## src/rtl/syn_ram_ctrl.sv

```systemverilog
// syn_ram_ctrl
// Burst sequencer in front of a 16x2 synchronous RAM. Accepts read/write
// burst requests on a valid/ready handshake, streams write beats in with
// per-beat flow control, drives every RAM control pin, and returns read
// data as a valid-qualified stream with a last-beat marker.
//
// Ports:
//   clk, rst_n                 clock, asynchronous active-low reset
//   req_valid/req_ready        burst request handshake
//   req_write, req_addr,
//   req_len                    burst direction, start address, length-1
//   wr_valid/wr_ready, wr_data write beat stream
//   rd_valid, rd_data, rd_last read beat stream (no backpressure)
//   done                       one-cycle pulse when a burst completes
//   ram_we, ram_oe, ram_rst,
//   ram_addr, ram_din          RAM control and write data
//   ram_dout                   RAM registered read data
module syn_ram_ctrl (
  input  logic       clk,
  input  logic       rst_n,
  input  logic       req_valid,
  output logic       req_ready,
  input  logic       req_write,
  input  logic [3:0] req_addr,
  input  logic [3:0] req_len,
  input  logic       wr_valid,
  output logic       wr_ready,
  input  logic [1:0] wr_data,
  output logic       rd_valid,
  output logic [1:0] rd_data,
  output logic       rd_last,
  output logic       done,
  output logic       ram_we,
  output logic       ram_oe,
  output logic       ram_rst,
  output logic [3:0] ram_addr,
  output logic [1:0] ram_din,
  input  logic [1:0] ram_dout
);

  typedef enum logic [1:0] {
    IDLE  = 2'd0,
    WRITE = 2'd1,
    READ  = 2'd2,
    DRAIN = 2'd3
  } state_e;

  state_e     state_q, state_d;
  logic [3:0] addr_q, addr_d;
  logic [3:0] beat_q, beat_d;
  logic       rd_valid_q, rd_valid_d;
  logic       rd_last_q, rd_last_d;
  logic       done_q, done_d;

  // Next-state logic. Address and beat counters wrap modulo 16, so a
  // 16-beat burst touches every word exactly once from any start address.
  // The read-valid flag is set one cycle after each issue to match the
  // RAM's registered read latency; the last flag marks the beat_cnt = 0 issue.
  always_comb begin
    state_d    = state_q;
    addr_d     = addr_q;
    beat_d     = beat_q;
    rd_valid_d = 1'b0;
    rd_last_d  = 1'b0;
    done_d     = 1'b0;
    case (state_q)
      IDLE: begin
        if (req_valid) begin
          addr_d  = req_addr;
          beat_d  = req_len;
          state_d = req_write ? WRITE : READ;
        end
      end
      WRITE: begin
        if (wr_valid) begin
          addr_d = addr_q + 4'd1;
          beat_d = beat_q - 4'd1;
          if (beat_q == 4'd0) begin
            state_d = IDLE;
            done_d  = 1'b1;
          end
        end
      end
      READ: begin
        addr_d     = addr_q + 4'd1;
        beat_d     = beat_q - 4'd1;
        rd_valid_d = 1'b1;
        if (beat_q == 4'd0) begin
          state_d   = DRAIN;
          rd_last_d = 1'b1;
        end
      end
      DRAIN: begin
        state_d = IDLE;
        done_d  = 1'b1;
      end
      default: state_d = IDLE;
    endcase
  end

  // State register; reset abandons any burst in flight and clears the
  // read-return pipeline so no stray rd_valid or done can follow.
  always_ff @(posedge clk or negedge rst_n) begin
    if (!rst_n) begin
      state_q    <= IDLE;
      addr_q     <= 4'd0;
      beat_q     <= 4'd0;
      rd_valid_q <= 1'b0;
      rd_last_q  <= 1'b0;
      done_q     <= 1'b0;
    end else begin
      state_q    <= state_d;
      addr_q     <= addr_d;
      beat_q     <= beat_d;
      rd_valid_q <= rd_valid_d;
      rd_last_q  <= rd_last_d;
      done_q     <= done_d;
    end
  end

  // Idle holds the RAM output register cleared so rd_data never sees stale
  // words between bursts.
  assign req_ready = (state_q == IDLE);
  assign ram_rst   = (state_q == IDLE);
  assign wr_ready  = (state_q == WRITE);
  assign ram_we    = (state_q == WRITE) && wr_valid;
  assign ram_din   = (state_q == WRITE) ? wr_data : 2'd0;
  assign ram_oe    = (state_q == READ) || (state_q == DRAIN);
  assign ram_addr  = addr_q;

  assign rd_valid  = rd_valid_q;
  assign rd_data   = rd_valid_q ? ram_dout : 2'd0;
  assign rd_last   = rd_valid_q & rd_last_q;
  assign done      = done_q;

endmodule

```

## config.mk

```make
export PLATFORM = sky130hd
export DESIGN_NAME = syn_ram_ctrl
export DESIGN_NICKNAME = d
export VERILOG_FILES = /design/src/rtl/syn_ram_ctrl.sv
export SDC_FILE = /design/constraint.sdc
export NUM_CORES = 1
export LEC_CHECK = 0
export CAP_MARGIN = 15
export CORE_MARGIN = 1.5
export CORE_UTILIZATION = 40
export CTS_BUF_LIST = sky130_fd_sc_hd__clkbuf_8
export CTS_CLUSTER_SIZE = 12
export DETAILED_ROUTE_END_ITERATION = 10
export PLACE_DENSITY = 0.8
export REMOVE_ABC_BUFFERS = 1
export SLEW_MARGIN = 20
export SYNTH_ARGS = -nofsm -noshare
export SYNTH_HDL_FRONTEND = slang
export SYNTH_SLANG_ARGS = --single-unit
```

## constraint.sdc

```tcl
create_clock -name clk -period 1.4 [get_ports clk]
set_clock_uncertainty 0.1 [all_clocks]
set_input_delay 0.28 -clock clk [delete_from_list [all_inputs] [get_ports clk]]
set_output_delay 0.28 -clock clk [all_outputs]
set_load 0.01 [all_outputs]
```

; Word level (Yosys, flattened, before mapping)
; Cells that the tools add are included.
; Widths: inputs -> output; s select.
[word_totals]
reg_bits = 13
out_inout_bits = 16
elab_cells = 42
[op_classes]
n_addsub = 2
eq_ne = 7
n_mux = 19
bitwise = 1
n_reduce_logical = 7
[op_table]
columns = operator, n
row1 = $pmux 4 s3, 2
row2 = $mux 4, 4
row3 = $mux 2, 7
row4 = $pmux 2 s4, 1
row5 = $ne 2x2->1 const B, 3
row6 = $add 4x1->4 const B, 1
row7 = $eq 2x2->1 const B, 2
row8 = $logic_not 4->1, 1
row9 = $mux 1, 4
row10 = $reduce_and 4->1, 1
row11 = $sub 4x1->4 const B, 1
row12 = $reduce_and 3->1, 1
row13 = $reduce_bool 3->1, 1
row14 = $eq 2x1->1 const B, 1
row15 = $logic_not 2->1, 1
row16 = $ne 2x1->1 const B, 1
row17 = $pmux 1 s2, 1
row18 = $and 1x1->1, 1
row19 = $logic_and 1x1->1, 1
row20 = $logic_or 1x1->1, 1

; Depth between registers and ports, before layout
[depth]
word_depth = 4
depth_mapped = 7

; Worst setup path before layout
; Ideal clock, no wire load.
[synth_timing]
path_kind = register -> register
startpoint = register state_q[1]
endpoint = register addr_q[2] (netlist: ram_addr[2])
setup_time_ns = 0.124
arrival_ns = 1.349
slack_ns = -0.173
stages_incl_launch_ff = 8
path_buffers = 1
synth_period_minus_slack_ns = 1.573
path_cell_list = dfrtp_1 > inv_1 > ha_1 > nand2b_2 > and3b_1 > buf_6 > o22ai_2 > nor3_1
[synth_via]
elab_chain_cells = 3
elab_cells_between_ends = 8
[synth_rtl]
columns = item, line_no
row1 = "start, declared", 48  ; state_e state_q, state_d;
row2 = "start signal, assigned", 112  ; state_q <= state_d;
row3 = $eq 2x1->1 *, --
row4 = net wr_ready, 27  ; output logic wr_ready,
row5 = $ne 2x2->1 (no line) or $reduce_bool 3->1 (tied branches), --
row6 = $reduce_and 3->1 (no line), --
row7 = "end signal, assigned", 113  ; addr_q <= addr_d;
row8 = "end, declared", 49  ; logic [3:0] addr_q, addr_d;
; Mark *: on every way through the listed nets, which the timed path passes. The rest lies on a longest branch.
; A chain may end at the register's enable or synchronous reset.

; Worst setup path in the final report
[layout_timing]
startpoint = register state_q[0]
endpoint = register beat_q[3]
[layout_via]
elab_chain_cells = 3
elab_cells_between_ends = 8
[layout_rtl]
columns = item, line_no
row1 = "$eq 2x1->1, or another cell as far along", 66  ; case (state_q)
row2 = $ne 2x2->1 (no line) or $reduce_bool 3->1 (tied branches), --
row3 = $reduce_and 3->1 (no line), --
row4 = "end signal, assigned", 114  ; beat_q <= beat_d;
row5 = "end, declared", 50  ; logic [3:0] beat_q, beat_d;
; Parallel ways exist; a longest one is shown, timed or not.

==> flow_metrics.tcl <==
set metrics [dict create \
    antenna_found_initial 0 \
    num_vias 888 \
    slew_violations 0 \
    utilization_pct 78.95 \
    cts_root_buf "clkbuf_8" \
    failed_checks "setup timing" \
    crit_type "flop to flop" \
    cts-htree-levels 1 \
    maxCapViolCount 0 \
    io_buffer_count 32 \
    core_area_um2 1962 \
    fmax_mhz 601.1 \
    drt_first_pass_iters 4 \
    grt_max_degree 15 \
    synth.largest_area_cell "dfrtp_1" \
    fin_crit_sh_pct 118.8 \
    grt_pass1_vias 958 \
    rows 16 \
    drc 0 \
    post-route-min-period_ns 1.664 \
    maxSlewHeadroom_pct 81.57 \
    cts_num_sinks 13 \
    stdcell_area_um2 1549 \
    numCtsBuffers 3 \
    drt_first_iter_violations 13 \
    critPathMaxStageDelay_ns 0.43 \
    critPathLaunchType "flop" \
    timing.setup.tns_ns -3.340 \
    cp.buffers_inverters 3 \
    avgSynthCellArea_um2 9.349 \
    antenna_left 0 \
    ys_seq_area_share_pct 39.10 \
    holdCritPathClass "input port to asynchronous set/reset pin" \
    max-clock-path-buffers 2 \
    diodes 0 \
    grt_usage_pct 23.42 \
    drive_above_1_share_pct 50.34 \
    ys_ff_latch 13 \
    path_delay_family "buffers and inverters" \
    rsz0062_at_grt "yes" \
    chipWidth_um 48.61 \
    place_ws_ns -0.3969 \
    hold_viol 0 \
    gp_congestion 0.7251 \
    status "finished, violations left" \
    syn_inst 89 \
    synthTopCellsByArea "dfrtp_1 (39%), ha_1 (11%), and2_1 (5.3%)" \
    synth_top_area_share_pct 39.10 \
    avgViaCountPerCell 5.103 \
    wire_per_inst_um 15.36 \
    hpwl_mm 1.661 \
    crit_path_end_kind "flop" \
    yosys_warnings 0 \
    fin_nets 172 \
    p_per_area_nw_per_um2 2551 \
    power_mw 3.951 \
    cp.arrival_ns 1.69 \
    ir_worst_vdd_uv 1991 \
    num-fill-cells 133 \
    die_y_um 48.61 \
    drt_wl_total_mm 2.673 \
    worst_slew_pin_slew_ns 0.2744 \
    cp_common_cell "buf_6" \
    hold_buffers 0 \
    dpl_cell_area_um2 1297 \
    critPathMaxFanout 5 \
    start_util_pct 42.41 \
    area_growth_pct 86.17 \
    clkTransAtPathRegs_ns 0.06 \
    p_leak_nw 0.7192 \
    cts_tree "built" \
    setup_slack_ns -0.2635 \
    setup_violations 17 \
    cp_data_required_time_ns 1.43 \
    pin_count 33 \
    cp_slowest_cell "dfrtp_1" \
    overflow 0 \
    synthDistinctLibCells 28 \
    path_cells "buf_6 > ha_4 > buf_6 > nand2b_4 > nand3b_1 > buf_4 > o22ai_2 > nor3_2" \
    die_area_um2 2363 \
    clk_latency_ns 0.24 \
    grt_pass1_wl_mm 4.326 \
    syn_area_um2 832.0 \
]
cell usage in the layout, fill, tap and decap left out, types with 2 or more instances in the layout:
master	count
nand3_1	4
inv_1	4
dfrtp_1	12
mux2i_1	2
and2_1	5
buf_4	18
nand2_2	2
o211ai_1	2
nand2_1	4
and2_4	2
nor2_1	4
inv_2	3
buf_2	4
nor2_4	2
nand3b_1	2
o22ai_2	3
clkbuf_8	3
o21ai_2	3
buf_6	12
dlygate4sd2_1	6
a21o_1	2
nor3b_1	2
nand2b_4	3
ha_2	3
clkdlybuf4s50_1	16
o21ai_1	3
ha_4	3
nor3_2	3
nor3_1	3
sequential cells by signal, summed over array words and instances (netlist names):
signal     count
beat_q         4
ram_addr       4
state_q        2
done           1
rd_last_q      1
rd_valid       1
path summary, 6_finish.rpt:
path                                 start          to  slack, ns  cells past startpoint
worst min register to register  state_q[0]  state_q[0]       0.49                      1
min in group clk                state_q[0]  state_q[0]       0.49                      1
worst max-delay path            state_q[0]   beat_q[3]      -0.26                      8
worst min-delay path                 rst_n    rd_valid       0.25                      2
max in group asynchronous            rst_n  state_q[1]       0.77                      2
worst max register to register  state_q[0]   beat_q[3]      -0.26                      8
where the power goes:
group          internal, mW  leakage [nW]  total [mW]  switching (mW)
clock                 0.194        0.0269       0.332           0.139
combinational          1.50         0.537        2.88            1.37
sequential            0.574         0.156       0.741           0.167
kinds of logic (layout without fill, tap and decap cells):
| group | Yosys count | count (layout) | share of synthesized area, % |
|---|---|---|---|
| flops | 13 | 13 | 39.10 |
| mux | 2 | 2 | 2.406 |
| compound gates | 16 | 16 | 13.68 |
| simple gates | 42 | 42 | 28.72 |
| buf+inv | 9 | 67 | 5.563 |
| fa+ha+maj | 7 | 7 | 10.53 |
layout make-up:
type | count | area, um2 | share of cell area [%]
Sequential cell | 13 | 326.6 | 21.08
Multi-Input combinational cell | 67 | 613.1 | 39.58
Inverter | 6 | 22.52 | 1.454
Clock inverter | 1 | 3.754 | 0.2423
Clock buffer | 3 | 41.29 | 2.666
Tap cell | 27 | 33.78 | 2.181
Timing Repair Buffer | 57 | 508.0 | 32.79
timing repair:
action	in CTS	in global routing
pin swaps	15	7
cloned	0	0
resized for setup	76	22
setup buffers	7	1
setup endpoints to repair	26	21
synthesized netlist by cell type:
| cell | instances |
|---|---|
| a21o_1 | 2 |
| a21oi_1 | 2 |
| and2_1 | 7 |
| and3b_1 | 1 |
| buf_2 | 1 |
| buf_4 | 1 |
| buf_6 | 1 |
| dfrtp_1 | 13 |
| ha_1 | 7 |
| inv_1 | 6 |
| mux2i_1 | 2 |
| nand2_1 | 6 |
| nand2b_1 | 2 |
| nand2b_2 | 1 |
| nand3_1 | 5 |
| nand3b_1 | 2 |
| nor2_1 | 7 |
| nor3_1 | 5 |
| nor3_2 | 1 |
| nor3b_1 | 3 |
| nor3b_2 | 1 |
| o211ai_1 | 2 |
| o211ai_2 | 1 |
| o21ai_0 | 3 |
| o21ai_1 | 3 |
| o22ai_1 | 1 |
| o22ai_2 | 2 |
| or2_2 | 1 |
metal layers:
metal / global-route usage, % / routed length [um]
met5: 0 / 0
met4: 9.524 / 46
met3: 4.321 / 104
met2: 43.15 / 1448
met1: 26.28 / 1072
per-stage QoR:
| step | cells | hold slack [ns] |
|---|---|---|
| global placement | 163 | 0.4204 |
| detailed placement | 163 | 0.4369 |
| global route | 174 | 0.2666 |
| floorplan | 86 | -0.1156 |
| finish | 174 | 0.2489 |
| CTS | 173 | 0.2507 |
Note: power is estimated with default switching activity, not from simulation.
